`config.mk`:
```
export PLATFORM = sky130hd
export DESIGN_NAME = mole_ctrl_flat
export DESIGN_NICKNAME = d
export VERILOG_FILES = /design/src/rtl/mole_pkg.sv /design/src/rtl/mole_if.sv /design/src/rtl/mole_lfsr.sv /design/src/rtl/mole_ctrl.sv /design/src/flat_wrapper.sv
export SDC_FILE = /design/constraint.sdc
export NUM_CORES = 1
export LEC_CHECK = 0
export BUFFER_PORTS_ARGS = -buffer_cell sky130_fd_sc_hd__buf_2
export CAP_MARGIN = 0
export CORE_MARGIN = 4
export CORE_UTILIZATION = 56
export DETAILED_ROUTE_END_ITERATION = 12
export PLACE_DENSITY = 0.89
export SETUP_SLACK_MARGIN = 0.1
export SYNTH_ARGS = -nofsm -noshare
export SYNTH_HDL_FRONTEND = slang
export SYNTH_SLANG_ARGS = --single-unit
```
`constraint.sdc`:
```
create_clock -name clk -period 2.2 [get_ports clk]
set_input_delay 0.22 -clock clk [delete_from_list [all_inputs] [get_ports clk]]
set_output_delay 0.22 -clock clk [all_outputs]
set_load 0.005 [all_outputs]
```
`src/rtl/mole_pkg.sv`:
```
// mole_pkg: shared types and constants for the whack-a-mole control stage.
//   - mole_state_e : control FSM states (idle, mole shown, waiting for tick, game over)
//   - LfsrWidth / LfsrTaps : 16-bit Galois LFSR, taps 16,14,13,11
//   - pos_width()  : bits needed to index N_HOLES holes
package mole_pkg;

  localparam int unsigned LfsrWidth = 16;
  // Right-shifting Galois form: taps 16,14,13,11 map to bits 15,13,12,10.
  localparam logic [LfsrWidth-1:0] LfsrTaps = 16'hB400;

  typedef enum logic [1:0] {
    StIdle,
    StShow,
    StWait,
    StOver
  } mole_state_e;

  function automatic int unsigned pos_width(input int unsigned n_holes);
    return (n_holes > 1) ? $clog2(n_holes) : 1;
  endfunction

endpackage

```
`src/rtl/mole_if.sv`:
```
// mole_if: game-side signal bundle between the board and mole_ctrl.
//   master : drives move_clk, start, btn; observes the game outputs
//   slave  : mole_ctrl side
//   move_clk  divided square wave from the move-rate divider
//   start     start/restart request (level)
//   btn       debounced buttons, active high
//   mole      one-hot lit hole, zero when dark
//   score     saturating hit count
//   misses    miss count
//   hit       one-cycle pulse per hit
//   game_over high while the game is over
interface mole_if #(
  parameter int unsigned N_HOLES = 4,
  parameter int unsigned SCORE_W = 8
);
  logic               move_clk;
  logic               start;
  logic [N_HOLES-1:0] btn;
  logic [N_HOLES-1:0] mole;
  logic [SCORE_W-1:0] score;
  logic [2:0]         misses;
  logic               hit;
  logic               game_over;

  modport master (
    output move_clk, start, btn,
    input  mole, score, misses, hit, game_over
  );

  modport slave (
    input  move_clk, start, btn,
    output mole, score, misses, hit, game_over
  );
endinterface

```
`src/rtl/mole_lfsr.sv`:
```
// mole_lfsr: free-running 16-bit Galois LFSR, steps every clk cycle.
//   clk   system clock
//   rst   synchronous active-high reset, loads SEED (must be nonzero)
//   state current LFSR contents
module mole_lfsr
  import mole_pkg::*;
#(
  parameter logic [LfsrWidth-1:0] SEED = 16'hACE1
) (
  input  logic                 clk,
  input  logic                 rst,
  output logic [LfsrWidth-1:0] state
);

  logic [LfsrWidth-1:0] lfsr_q, lfsr_d;

  always_comb begin
    lfsr_d = lfsr_q >> 1;
    if (lfsr_q[0]) lfsr_d = lfsr_d ^ LfsrTaps;
  end

  always_ff @(posedge clk) begin
    if (rst) lfsr_q <= SEED;
    else     lfsr_q <= lfsr_d;
  end

  assign state = lfsr_q;

endmodule

```
`src/rtl/mole_ctrl.sv`:
```
// mole_ctrl: whack-a-mole game control. Turns rising edges of the slow move clock into move
// ticks, places the mole from an LFSR, scores presses on the lit hole and ends the game after
// MAX_MISS missed ticks. All outputs are registered (one cycle after the deciding input).
//   clk  system clock        rst  synchronous active-high reset
//   bus  mole_if.slave: move_clk, start, btn in; mole, score, misses, hit, game_over out
// Optional build macro MOLE_NO_REPEAT_EN: a reposition that would land on the current hole
// moves one hole further instead, so the mole never shows twice in a row in the same hole.
module mole_ctrl
  import mole_pkg::*;
#(
  parameter int unsigned          N_HOLES   = 4,
  parameter int unsigned          SCORE_W   = 8,
  parameter int unsigned          MAX_MISS  = 3,
  parameter logic [LfsrWidth-1:0] LFSR_SEED = 16'hACE1
) (
  input logic   clk,
  input logic   rst,
  mole_if.slave bus
);

  localparam int unsigned        PosW      = pos_width(N_HOLES);
  localparam logic [SCORE_W-1:0] ScoreMax  = '1;
  localparam logic [2:0]         MissLimit = 3'(MAX_MISS);
  localparam logic [N_HOLES-1:0] OneHot0   = N_HOLES'(1);

  logic [LfsrWidth-1:0] lfsr;
  logic                 move_clk_q, tick;
  logic [N_HOLES-1:0]   btn_q, press;
  mole_state_e          state_q, state_d;
  logic [PosW-1:0]      pos_q, pos_d, cand, repos;
  logic [SCORE_W-1:0]   score_q, score_d;
  logic [2:0]           misses_q, misses_d;
  logic                 hit_q, hit_d;
  logic [N_HOLES-1:0]   mole_q, mole_d;
  logic                 game_over_q;
  logic                 unused_lfsr;

  mole_lfsr #(
    .SEED (LFSR_SEED)
  ) u_lfsr (
    .clk   (clk),
    .rst   (rst),
    .state (lfsr)
  );

  assign cand        = lfsr[PosW-1:0];
  assign unused_lfsr = ^lfsr[LfsrWidth-1:PosW];

  assign tick  = bus.move_clk & ~move_clk_q;
  assign press = bus.btn & ~btn_q;

`ifdef MOLE_NO_REPEAT_EN
  // N_HOLES is a power of two, so the wrap of pos_q + 1 is the modulo.
  assign repos = (cand == pos_q) ? pos_q + PosW'(1) : cand;
`else
  assign repos = cand;
`endif

  always_comb begin
    state_d  = state_q;
    pos_d    = pos_q;
    score_d  = score_q;
    misses_d = misses_q;
    hit_d    = 1'b0;
    unique case (state_q)
      StIdle, StOver: begin
        if (bus.start) begin
          score_d  = '0;
          misses_d = '0;
          pos_d    = repos;
          state_d  = StShow;
        end
      end
      StShow: begin
        if (press[pos_q]) begin
          // A hit landing on a tick takes priority: no miss, mole moves straight on.
          hit_d   = 1'b1;
          pos_d   = repos;
          state_d = tick ? StShow : StWait;
          if (score_q != ScoreMax) score_d = score_q + SCORE_W'(1);
        end else if (tick) begin
          misses_d = misses_q + 3'd1;
          if (misses_d == MissLimit) state_d = StOver;
          else                       pos_d   = repos;
        end
      end
      StWait: begin
        if (tick) state_d = StShow;
      end
      default: state_d = StIdle;
    endcase
  end

  // Output image is computed from the next state so mole/game_over are registered.
  always_comb begin
    mole_d = '0;
    if (state_d == StShow) mole_d = OneHot0 << pos_d;
  end

  always_ff @(posedge clk) begin
    if (rst) begin
      move_clk_q  <= 1'b0;
      btn_q       <= '0;
      state_q     <= StIdle;
      pos_q       <= '0;
      score_q     <= '0;
      misses_q    <= '0;
      hit_q       <= 1'b0;
      mole_q      <= '0;
      game_over_q <= 1'b0;
    end else begin
      move_clk_q  <= bus.move_clk;
      btn_q       <= bus.btn;
      state_q     <= state_d;
      pos_q       <= pos_d;
      score_q     <= score_d;
      misses_q    <= misses_d;
      hit_q       <= hit_d;
      mole_q      <= mole_d;
      game_over_q <= (state_d == StOver);
    end
  end

  assign bus.mole      = mole_q;
  assign bus.score     = score_q;
  assign bus.misses    = misses_q;
  assign bus.hit       = hit_q;
  assign bus.game_over = game_over_q;

endmodule

```
`src/flat_wrapper.sv`:
```
// flat-port wrapper written by rule: the top's interface ports become plain ports
module mole_ctrl_flat import mole_pkg::*;
#(
  parameter int unsigned          N_HOLES   = 4,
  parameter int unsigned          SCORE_W   = 8,
  parameter int unsigned          MAX_MISS  = 3,
  parameter logic [LfsrWidth-1:0] LFSR_SEED = 16'hACE1
)
  (clk, rst, bus_move_clk, bus_start, bus_btn, bus_mole, bus_score, bus_misses, bus_hit, bus_game_over);
  mole_if #(.N_HOLES(N_HOLES), .SCORE_W(SCORE_W)) bus_i ();
  input logic clk;
  input logic rst;
  input wire logic [$bits(bus_i.move_clk)-1:0] bus_move_clk;
  input wire logic [$bits(bus_i.start)-1:0] bus_start;
  input wire logic [$bits(bus_i.btn)-1:0] bus_btn;
  output wire logic [$bits(bus_i.mole)-1:0] bus_mole;
  output wire logic [$bits(bus_i.score)-1:0] bus_score;
  output wire logic [$bits(bus_i.misses)-1:0] bus_misses;
  output wire logic [$bits(bus_i.hit)-1:0] bus_hit;
  output wire logic [$bits(bus_i.game_over)-1:0] bus_game_over;
  assign bus_i.move_clk = bus_move_clk;
  assign bus_i.start = bus_start;
  assign bus_i.btn = bus_btn;
  assign bus_mole = bus_i.mole;
  assign bus_score = bus_i.score;
  assign bus_misses = bus_i.misses;
  assign bus_hit = bus_i.hit;
  assign bus_game_over = bus_i.game_over;
  mole_ctrl #(.N_HOLES(N_HOLES), .SCORE_W(SCORE_W), .MAX_MISS(MAX_MISS), .LFSR_SEED(LFSR_SEED)) u_core (.clk(clk), .rst(rst), .bus(bus_i));
endmodule
```
==> run metrics <==
status complete, no violations; Ports 25; vias in the first global route 1446; Multi-input gate area between 0.001 and 0.0015 mm^2; first-pass GRT wire length 6330 um; GRT Residual Overflow 0; final hold violation count 0; Max Root-Sink Buffers 2; Crit path required time 2500 ps; family with the most delay on the worst path compound AO/OA/AOI/OAI gates; cell count of the worst hold path 2; core area between 0.003 and 0.004 mm^2; Final TNS setup 0 ps; fin area between 0.002 and 0.0025 mm^2; Worst VDD drop ~0.48 mV; Net Sw Frac 0.325; Rows 20; clk_skew approximately 7.7 ps; total chip power ~1700 uW; DP HPWL 2640 um; GP Congestion 0.798; drt pass-1 iters 4; Layout Nets roughly 240; final antenna-violating net count 0; Critical Path Slowest Stage Cell mux4_2; WHS Endpoint u_core.btn_q[1]$_SDFF_PP0_; Worst R2R Setup Slack about 160 ps; maxcap violations 0; Cells after Synth a little under 200; worst reg2reg path depth 5; FF+latch count, synth between 40 and 50; DRC 0; Worst Hold Class input port to flop; Mapped Nets 209; Global Route Usage Sum 0.190; Initial Util 0.601; initial antenna violation count 0; clock-pin slew on the worst setup and hold paths 130 ps; power share of the clock group 0.225; Register Area approximately 840 um^2; die span in x about 66 um; Logic pwr share 0.282; Hold Slack around 100 ps; number of fill cells 238; post-synthesis sequential area ratio 0.447; final core occ 0.702; Routed WL a little under 4000 um; Netlist cell types 42; CTS root buffer clkbuf_4; final period utilization 0.926; routed via count roughly 1.5k; DR WL/cell ~14 um; port buffer count 24; Seq pwr share 0.493; cell internal pwr 1150 uW; CP Cell Sequence inv_2 -> mux4_2 -> a221o_1 -> a32oi_4 -> nor2b_1; Area after DPL between 0.002 and 0.0025 mm^2; TritonCTS clock tree done; Worst EP arrival approximately 2300 ps; CTS Hold Buffers Added 0; Switching Power between 500 and 600 uW; Worst setup EP type flop; DRT iter0 DRCs ~150; TritonCTS Buffers 5; Critical Setup Path Class flop to flop; syn_area_per_cell about 9.6 um^2; RSZ-0062 raised after global routing true; routed vias/inst 5.48; worst skew pair latency around 360 ps; Final Setup Violations 0; CP bufs+invs 1; CP Launch Type flop; Layout area overhead 16.9%; hold path start bus_btn[1]; Slew @ Worst Pin approximately 570 ps; Rel. slew slack 0.619; min cycle time layout 2040 ps; mapped cell area about 0.0019 mm^2; Worst Setup SP u_core.pos_q[0]$_SDFF_PP0_; reg2reg start u_core.pos_q[0]$_SDFF_PP0_; H-tree depth 2; R2R Path End u_core.bus.game_over$_SDFF_PP0_; LEAKAGE 0.000870 uW; yosys warns 0; share of cells above drive strength 1 0.276; Die Y between 60 and 70 um; CP Max Fanout 6; Die ar. roughly 0.0043 mm^2; number of diodes 0; CTS Sinks 42; max frequency 491 MHz; Final Max Tran Viols 0; largest net degree at the start of global routing 29; pwr dens 775 mW/mm^2; Critical Path Max Stage Delay about 580 ps
[placed cells by master, fill, tap and decap left out, types with 3 or more instances in the layout]
cell      synthesis  routed
dfxtp_1          42      42
buf_2             1      24
nor2b_1          21      21
buf_4             0      12
nor2_1           11      11
a21oi_1          12      11
nand2_1          10      10
nand2b_1          9       9
inv_1             7       7
o21ai_0           7       7
or2_2             7       7
nor3_1            6       6
nand3_1           5       5
or3_1             5       5
clkbuf_4          0       5
mux2i_1           5       4
ha_1              5       4
xnor2_1           4       3
[how the worst max path moves through the flow]
stage,end,slack [ps],cells past startpoint
floorplan,u_core.bus.score[6]$_SDFFE_PP0P_,310,7
finish,u_core.bus.game_over$_SDFF_PP0_,160,5
global route,u_core.bus.score[0]$_SDFFE_PP0P_,70,6
detailed placement,u_core.bus.score[6]$_SDFFE_PP0P_,170,8
CTS,u_core.bus.mole[3]$_SDFF_PP0_,130,5
global placement,u_core.bus.mole[3]$_SDFF_PP0_,170,5
[power by group through the flow]
stage          registers (uW)  clock network (uW)  logic, uW
6_report                  839                 383        480
5_1_grt                   847                 424        526
4_1_cts                   839                 389        436
3_5_place_dp              856                   0        432
3_3_place_gp              854                   0        416
2_1_floorplan             855                   0        290
[per-stage QoR]
step	std cells	worst slack (ps)
detailed placement	265	173
floorplan	196	307
CTS	273	134
global placement	265	170
global route	276	68.9
finish	276	163
[metal layers]
metal | routed length (um) | track usage
met1 | 1730 | 0.244
met2 | 1910 | 0.292
met3 | 198 | 0.0612
met5 | 0 | 0
met4 | 58 | 0.0787
[synthesized netlist by cell type (all sizes together)]
cell / number / area share
a2111oi: 4 / 0.029
a211oi: 2 / 0.0080
a21oi: 12 / 0.032
a221o: 1 / 0.0053
a22oi: 1 / 0.0040
a31oi: 1 / 0.0033
a32oi: 1 / 0.015
a41oi: 1 / 0.0047
and3: 1 / 0.0033
and4: 1 / 0.0047
buf: 2 / 0.0087
clkbuf: 6 / 0.013
dfxtp: 42 / 0.45
ha: 5 / 0.033
inv: 8 / 0.016
mux2i: 5 / 0.027
mux4: 2 / 0.024
nand2: 10 / 0.020
nand2b: 9 / 0.030
nand3: 5 / 0.013
nand4: 2 / 0.0067
nor2: 11 / 0.022
nor2b: 21 / 0.070
nor3: 7 / 0.021
nor4: 3 / 0.010
nor4b: 2 / 0.016
o21ai: 7 / 0.019
o221a: 1 / 0.0060
o311a: 1 / 0.0053
o31ai: 2 / 0.0080
o32ai: 1 / 0.0047
or2: 8 / 0.027
or3: 5 / 0.017
or4: 1 / 0.0040
xnor2: 4 / 0.019
xor2: 1 / 0.0047
[worst reg2reg max path, stage by stage, from the launching register on]
cell and delay, ps:
dfxtp_1 370, inv_2 120, mux4_2 580, a221o_1 430, a32oi_4 300, nor2b_1 180
[repair_timing]
item | CTS | global route
setup buffers | 0 | 3
endpoints found under the setup margin | 0 | 15
gates resized for setup | 0 | 9
endpoints found under the hold margin | 0 | 0
[flip-flops by register name, indices dropped and copies added, names as in the netlist]
register	flops
u_core.btn_q	4
u_core.bus.game_over	1
u_core.bus.hit	1
u_core.bus.misses	3
u_core.bus.mole	4
u_core.bus.score	8
u_core.move_clk_q	1
u_core.pos_q	2
u_core.state_q	2
u_core.u_lfsr.state	16
[final cells by class]
| type | count | share of cell area |
|---|---|---|
| multi-input cells | 138 | 0.458 |
| flip-flops and latches | 42 | 0.383 |
| inverters | 8 | 0.0137 |
| repair buffers | 36 | 0.0957 |
| clock buffers | 6 | 0.0188 |
| well taps | 44 | 0.0251 |
| clock inverters | 2 | 0.00626 |
[logic make-up (layout without fill, tap and decap cells)]
logic type / count (synthesis) / in the layout / share of synthesized area
simple gates: 86 / 86 / 0.264
compound gates: 35 / 35 / 0.143
fa+ha+maj: 5 / 5 / 0.0333
buf+inv: 16 / 52 / 0.0379
xor+xnor: 5 / 5 / 0.0233
flops: 42 / 42 / 0.447
mux: 7 / 7 / 0.0506
No activity file was read; power rests on OpenSTA's default activity.
